### config.mk
export PLATFORM = sky130hd
export DESIGN_NAME = bus_demux_1x4
export DESIGN_NICKNAME = d
export VERILOG_FILES = /design/src/rtl/bus_demux_1x4.sv
export SDC_FILE = /design/constraint.sdc
export NUM_CORES = 1
export LEC_CHECK = 0
export CAP_MARGIN = 0
export CORE_MARGIN = 10
export CORE_UTILIZATION = 37
export DETAILED_ROUTE_END_ITERATION = 12
export PLACE_DENSITY = 0.87
export SETUP_SLACK_MARGIN = 0.15
export SYNTH_ARGS = -nofsm -noshare
export SYNTH_HDL_FRONTEND = slang
export SYNTH_SLANG_ARGS = --single-unit
### constraint.sdc
create_clock -name clk -period 2.2 [get_ports clk]
set_clock_uncertainty 0.05 [all_clocks]
set_input_delay 0.33 -clock clk [delete_from_list [all_inputs] [get_ports clk]]
set_output_delay 0.33 -clock clk [all_outputs]
set_load 0.05 [all_outputs]
### src/rtl/bus_demux_1x4.sv
// 1-to-4 request demux: routes one outstanding request to the target picked by
// two address bits, returns its response, and completes with an error on timeout.
module bus_demux_1x4 #(
  parameter int WIDTH      = 32,
  parameter int ADDR_WIDTH = 32,
  parameter int SEL_LSB    = 28,
  parameter int TIMEOUT    = 15
) (
  input  logic                  clk,
  input  logic                  rst,
  input  logic                  req_valid,
  output logic                  req_ready,
  input  logic [ADDR_WIDTH-1:0] req_addr,
  input  logic [WIDTH-1:0]      req_wdata,
  input  logic                  req_we,
  output logic                  resp_valid,
  output logic [WIDTH-1:0]      resp_rdata,
  output logic                  resp_err,
  output logic [3:0]            tgt_valid,
  output logic [ADDR_WIDTH-1:0] tgt_addr,
  output logic [WIDTH-1:0]      tgt_wdata,
  output logic                  tgt_we,
  input  logic [3:0]            tgt_done,
  input  logic [WIDTH-1:0]      tgt_rdata0,
  input  logic [WIDTH-1:0]      tgt_rdata1,
  input  logic [WIDTH-1:0]      tgt_rdata2,
  input  logic [WIDTH-1:0]      tgt_rdata3
);

  localparam int CNT_W = (TIMEOUT < 2) ? 1 : $clog2(TIMEOUT);

  localparam logic [1:0] S_IDLE = 2'd0;
  localparam logic [1:0] S_BUSY = 2'd1;
  localparam logic [1:0] S_RESP = 2'd2;

  logic [1:0]            r_state;
  logic [CNT_W-1:0]      r_cnt;
  logic [1:0]            r_sel;
  logic [ADDR_WIDTH-1:0] r_addr;
  logic [WIDTH-1:0]      r_wdata;
  logic                  r_we;
  logic [WIDTH-1:0]      r_rdata;
  logic                  r_err;
  logic                  r_req_ready;

  logic                  w_transfer;
  logic                  w_done_sel;
  logic                  w_timeout;
  logic [WIDTH-1:0]      w_tgt_rdata;
  logic [1:0]            w_next_state;

  // r_req_ready is only ever set while idle, so it doubles as the IDLE qualifier
  assign w_transfer = req_valid & r_req_ready;
  assign w_done_sel = tgt_done[r_sel];
  assign w_timeout  = (r_cnt == CNT_W'(TIMEOUT - 1));

  // Read data of the selected target
  always_comb begin
    w_tgt_rdata = {WIDTH{1'b0}};
    case (r_sel)
      2'd0:    w_tgt_rdata = tgt_rdata0;
      2'd1:    w_tgt_rdata = tgt_rdata1;
      2'd2:    w_tgt_rdata = tgt_rdata2;
      2'd3:    w_tgt_rdata = tgt_rdata3;
      default: w_tgt_rdata = {WIDTH{1'b0}};
    endcase
  end

  // Next-state logic for the single-outstanding-transaction FSM
  always_comb begin
    w_next_state = r_state;
    case (r_state)
      S_IDLE: begin
        if (w_transfer) w_next_state = S_BUSY;
        else            w_next_state = S_IDLE;
      end
      S_BUSY: begin
        if (w_done_sel || w_timeout) w_next_state = S_RESP;
        else                         w_next_state = S_BUSY;
      end
      S_RESP:  w_next_state = S_IDLE;
      default: w_next_state = S_IDLE;
    endcase
  end

  // State, capture, timeout counter and response registers
  always_ff @(posedge clk) begin
    if (rst) begin
      r_state     <= S_IDLE;
      r_cnt       <= {CNT_W{1'b0}};
      r_sel       <= 2'd0;
      r_addr      <= {ADDR_WIDTH{1'b0}};
      r_wdata     <= {WIDTH{1'b0}};
      r_we        <= 1'b0;
      r_rdata     <= {WIDTH{1'b0}};
      r_err       <= 1'b0;
      r_req_ready <= 1'b0;
    end else begin
      r_state     <= w_next_state;
      r_req_ready <= (w_next_state == S_IDLE);
      if (w_transfer) begin
        r_sel   <= req_addr[SEL_LSB+1:SEL_LSB];
        r_addr  <= req_addr;
        r_wdata <= req_wdata;
        r_we    <= req_we;
        r_cnt   <= {CNT_W{1'b0}};
      end else if (r_state == S_BUSY) begin
        // a done arriving on the timeout cycle still wins
        if (w_done_sel) begin
          r_rdata <= r_we ? {WIDTH{1'b0}} : w_tgt_rdata;
          r_err   <= 1'b0;
        end else if (w_timeout) begin
          r_rdata <= {WIDTH{1'b0}};
          r_err   <= 1'b1;
        end else begin
          r_cnt <= r_cnt + CNT_W'(1);
        end
      end else begin
        r_cnt <= r_cnt;
      end
    end
  end

  assign req_ready  = r_req_ready;
  assign resp_valid = (r_state == S_RESP);
  assign resp_rdata = r_rdata;
  assign resp_err   = r_err;
  assign tgt_valid  = (r_state == S_BUSY) ? (4'b0001 << r_sel) : 4'b0000;
  assign tgt_addr   = r_addr;
  assign tgt_wdata  = r_wdata;
  assign tgt_we     = r_we;

endmodule

* After elaboration in Yosys (flattened, before gate mapping)
Index checks and enable logic that the tools add are counted.
** Cells by class
- Add/subtract/negate cells :: 1
- $lt $le $gt $ge :: 1
- Equal/unequal tests :: 6
- Shifts and indexed selects :: 1
- Multiplexer cells :: 12
- Bitwise gates (word level) :: 4
- Reduce and logical (&&, ||, !) cells :: 8
** Operators with widths (number)
- case mux 32 bit (4 select lines) :: 1
- 2-to-1 mux 32 bit :: 3
- == test 2 bit (second input constant) :: 3
- logical NOT 2 bit :: 3
- AND reduction 3 bit :: 2
- adder 4 x 1 -> 4 bit (second input constant) :: 1
- == test 2 x 1 -> 1 bit (second input constant) :: 2
- == test 4 bit (second input constant) :: 1
- 2-to-1 mux 1 bit :: 4
- 2-to-1 mux 4 bit :: 1
- case mux 2 bit (2 select lines) :: 1
- left shift 1 x 2 -> 4 bit (first input constant) :: 1
- < comparator 2 x 3 -> 1 bit (second input constant) :: 1
- inverter 1 bit :: 3
- binary-select mux 1 bit (select 2 bit) :: 1
- 2-to-1 mux 2 bit :: 1
- nonzero test 2 bit :: 1
- OR reduction 2 bit :: 1
- AND 1 bit :: 1
- logical OR 1 bit :: 1
** Storage, ports and cells
- Bits in registers :: 107
- Input port bits :: 200
- Output and inout bits :: 104

* Logic depth before layout (Yosys ltp)
- Word-level depth :: 6
- Mapped depth :: 7
- Gate-level depth less buffers :: 5

* Worst setup path after synthesis
No wires, ideal clock.
- Path kind :: register to output
- Start point :: reg r_sel[0]
- End point :: out tgt_valid[1]
- Arrival :: 2.382 ns
- Required time :: 1.820 ns
- Slack :: -0.562 ns
- Stages on the path, launching flop included :: 4
- Buffers on the path :: 2
- Path through :: dfxtp_1 buf_4 buf_2 nor3b_1
** On the way
- Word-level cells in the longest chain between the ends :: 2
** RTL lines
- from (decl) :: line 38 : logic [1:0] r_sel;
- from (signal assigned) :: line 102 : r_sel <= req_addr[SEL_LSB+1:SEL_LSB];
- left shift 1 x 2 -> 4 bit :: line 128 : assign tgt_valid = (r_state == S_BUSY) ? (4'b0001 << r_sel) : 4'b0000;
- 2-to-1 mux 4 bit :: line 128
- to (decl) :: line 19 : output logic [3:0] tgt_valid,
No other way between the ends.

==> results.py <==
metrics = {
    "timing": {
        "finalCriticalPeriod_ns": 1.97,
        "final.period_utilization": 0.895,
        "maxSlewHeadroom": 0.595,
        "finalHoldViolations": 0,
        "timing_worst_slew_pin_value_ns": 0.606,
        "finalSetupViolations": 0,
        "fmax_mhz": 508,
        "setup_total_negative_slack_ns": 0,
        "setup_ws_ns": 0.231,
        "maxSlewViolCount": 0,
        "rsz_0062_raised_after_global_routing": "false",
    },
    "route": {
        "remaining_drc_errors": 0,
        "viasPerCell": 4.82,
        "drt_pre_antenna_iters": 4,
        "detail-route-antenna-nets": 0,
        "drt-initial-drc-count": 216,
        "wl_per_cell_um": 18.2,
        "totalWireLength_mm": 17.7,
        "detailroute.via_count": 4687,
    },
    "pwr": {
        "power-per-cell-area_mw_per_mm2": 601,
        "worst_ir_drop_vdd_mv": 0.435,
        "total_leakage_power_nw": 3.06,
    },
    "clock_tree": {
        "holdBufCountCts": 0,
        "insertion_delay_ns": 0.34,
        "cts.sink_count": 105,
        "numCtsBuffers": 9,
        "cts.repair_timing.setup_buffer_count": 0,
        "ctsRootBufferMaster": "clkbuf_16",
        "clockBufferDepth": 2,
        "clock_tree.htree_level_count": 3,
        "tritoncts": "done",
        "clock_slew_at_reported_path_ffs_ns": 0.07,
    },
    "synth": {
        "synth.net_count": 715,
        "syn-cell-area_mm2": 0.00487,
        "ys_dominant_reg_cell": "dfxtp_1",
        "synth-compound-area-share": 0.181,
        "area_share_of_xor_xnor_cells_in_the_synthesized_design": 0,
        "asyncSetResetFlopFracSynth": 0,
        "synth_edf_count": 0,
        "post_synth_and_or_nand_nor_area_fraction": 0.133,
        "syn_avg_cell_area_um2": 9.50,
        "synthAdderAreaFrac": 0.00513,
        "yosys.area.top_type_share": 0.431,
        "synth-seq-cells": 105,
        "yosysSeqAreaShare": 0.431,
        "dominant_combinational_cell_family_by_area_after_synthesis": "compound AO/OA/AOI/OAI gates",
        "synth.yosys.warnings": 0,
        "syn_inst": 513,
        "synth_area_leader_cell": "dfxtp_1",
        "top_post_synthesis_cells_by_area": "dfxtp_1, mux4_2, nand2_1",
        "post_synth_num_cell_types": 30,
        "muxShareOfSynthArea": 0.161,
    },
    "cells_and_area": {
        "most-common-layout-cells": "clkdlybuf4s50_1, nand2_1, dfxtp_1",
        "diodes": 0,
        "finish.instance_area_mm2": 0.00848,
        "num-nets-final": 998,
        "layout_commonest_cell": "clkdlybuf4s50_1",
        "layout-drive-gt1-share": 0.131,
        "area_growth_syn_to_layout_pct": 74.1,
    },
    "run": {
        "max_cap_viol_count": 0,
    },
    "floorplanning": {
        "die_width_um": 135,
        "chipHeight_um": 135,
        "pin_count": 304,
        "initial_utilization": 0.382,
        "floorplan.core_area_mm2": 0.0128,
        "dieArea_mm2": 0.0182,
        "row_count": 41,
    },
    "worst_setup_path": {
        "worstSetupEndpointType": "output pin",
        "worstPathMaxFanout": 38,
        "crit_path_launch_type": "flop",
        "cp_data_arrival_time_ns": 1.59,
        "required_ns": 1.82,
        "timing.setup.critical_path_class": "reg -> out",
    },
    "place": {
        "finalWeightedCongestion": 0.832,
        "placed_area_mm2": 0.00813,
        "numPortBuffers": 303,
        "dp_hpwl_mm": 14.2,
        "dpl_worst_slack_ns": 0.00337,
    },
    "run_status": {
        "run_status": "finished clean",
    },
    "global_routing": {
        "first_global_vias": 4679,
        "antenna_violations_before_repair": 2,
        "grt_usage": 0.185,
        "pin_count_of_the_biggest_net_entering_global_routing": 70,
        "global_route_wire_length_before_repair_mm": 26.2,
        "gr-total-overflow": 0,
    },
    "worst_hold_path": {
        "min-delay-path-class": "in -> reg",
    },
}
==> worst max-delay path, stage by stage, from the launching register on <==
cell and delay, ns:
dfxtp_2 0.33, buf_4 0.43, and3_2 0.31, buf_12 0.14
==> report_power, final <==
group / internal (mW) / switching (mW)
clock network: 1.12 / 0.724
registers: 1.98 / 0.0416
logic: 0.624 / 0.604
total: 3.73 / 1.37
==> cell families after synthesis <==
family | after synthesis
AO/OA/AOI/OAI | 103
adder cells (fa/ha/maj) | 2
buffers and inverters | 106
flip-flops | 105
multiplexers | 37
AND/OR/NAND/NOR | 160
==> final timing paths <==
kind,from,end,slack [ns],depth (start not counted)
max,tgt_addr[29],tgt_valid[3],0.23,3
min,rst,tgt_addr[12],0.32,2
max reg2reg,r_sel[0],resp_rdata[29],0.37,3
min reg2reg,tgt_addr[22],tgt_addr[22],0.40,2
==> metal layers <==
| layer | routed length [um] | GRT usage | part of all wire | vias up |
|---|---|---|---|---|
| li1 | - | - | - | 2310 |
| met1 | 6260 | 0.187 | 0.35 | 2188 |
| met2 | 9600 | 0.340 | 0.54 | 168 |
| met3 | 1580 | 0.0768 | 0.089 | 17 |
| met4 | 218 | 0.0472 | 0.012 | 4 |
| met5 | 23 | 0 | 0.0013 | - |
==> Yosys cell counts, drive strengths merged, types with 2 or more instances <==
| library cell | count |
|---|---|
| a21oi | 67 |
| and3 | 2 |
| buf | 15 |
| clkbuf | 25 |
| dfxtp | 105 |
| ha | 2 |
| inv | 66 |
| mux2i | 4 |
| mux4 | 33 |
| nand2 | 137 |
| nand2b | 4 |
| nor2 | 5 |
| nor2b | 2 |
| nor3 | 3 |
| o32ai | 32 |
==> flip-flops by register name, summed over array words and instances, names as in the netlist, 2 cells and up <==
register and cells:
tgt_addr 31, r_state 2, tgt_wdata 32, resp_rdata 32, r_cnt 4
==> through the flow <==
stage	total power, mW	hold WS (ns)	utilization	cells
floorplan	2.69	0.388	-	513
global placement	3.28	0.391	0.636	957
detailed placement	3.30	0.396	0.636	957
CTS	5.17	0.309	0.664	973
global route	5.30	0.324	0.664	973
finish	5.10	0.321	0.664	973
==> layout make-up <==
class / instances / area, um2
Clock buffer: 9 / 225
Tap cell: 172 / 215
Inverter: 66 / 248
Fill cell: 1024 / 4290
Clock inverter: 7 / 126
Sequential cell: 105 / 2100
Timing Repair Buffer: 312 / 3210
Multi-Input combinational cell: 302 / 2360
==> repair_timing <==
action / in CTS / in global routing
endpoints found under the setup margin: 0 / 1
endpoints found under the hold margin: 0 / 0
resized for setup: 0 / 1
No activity file was read; power rests on OpenSTA's default activity.
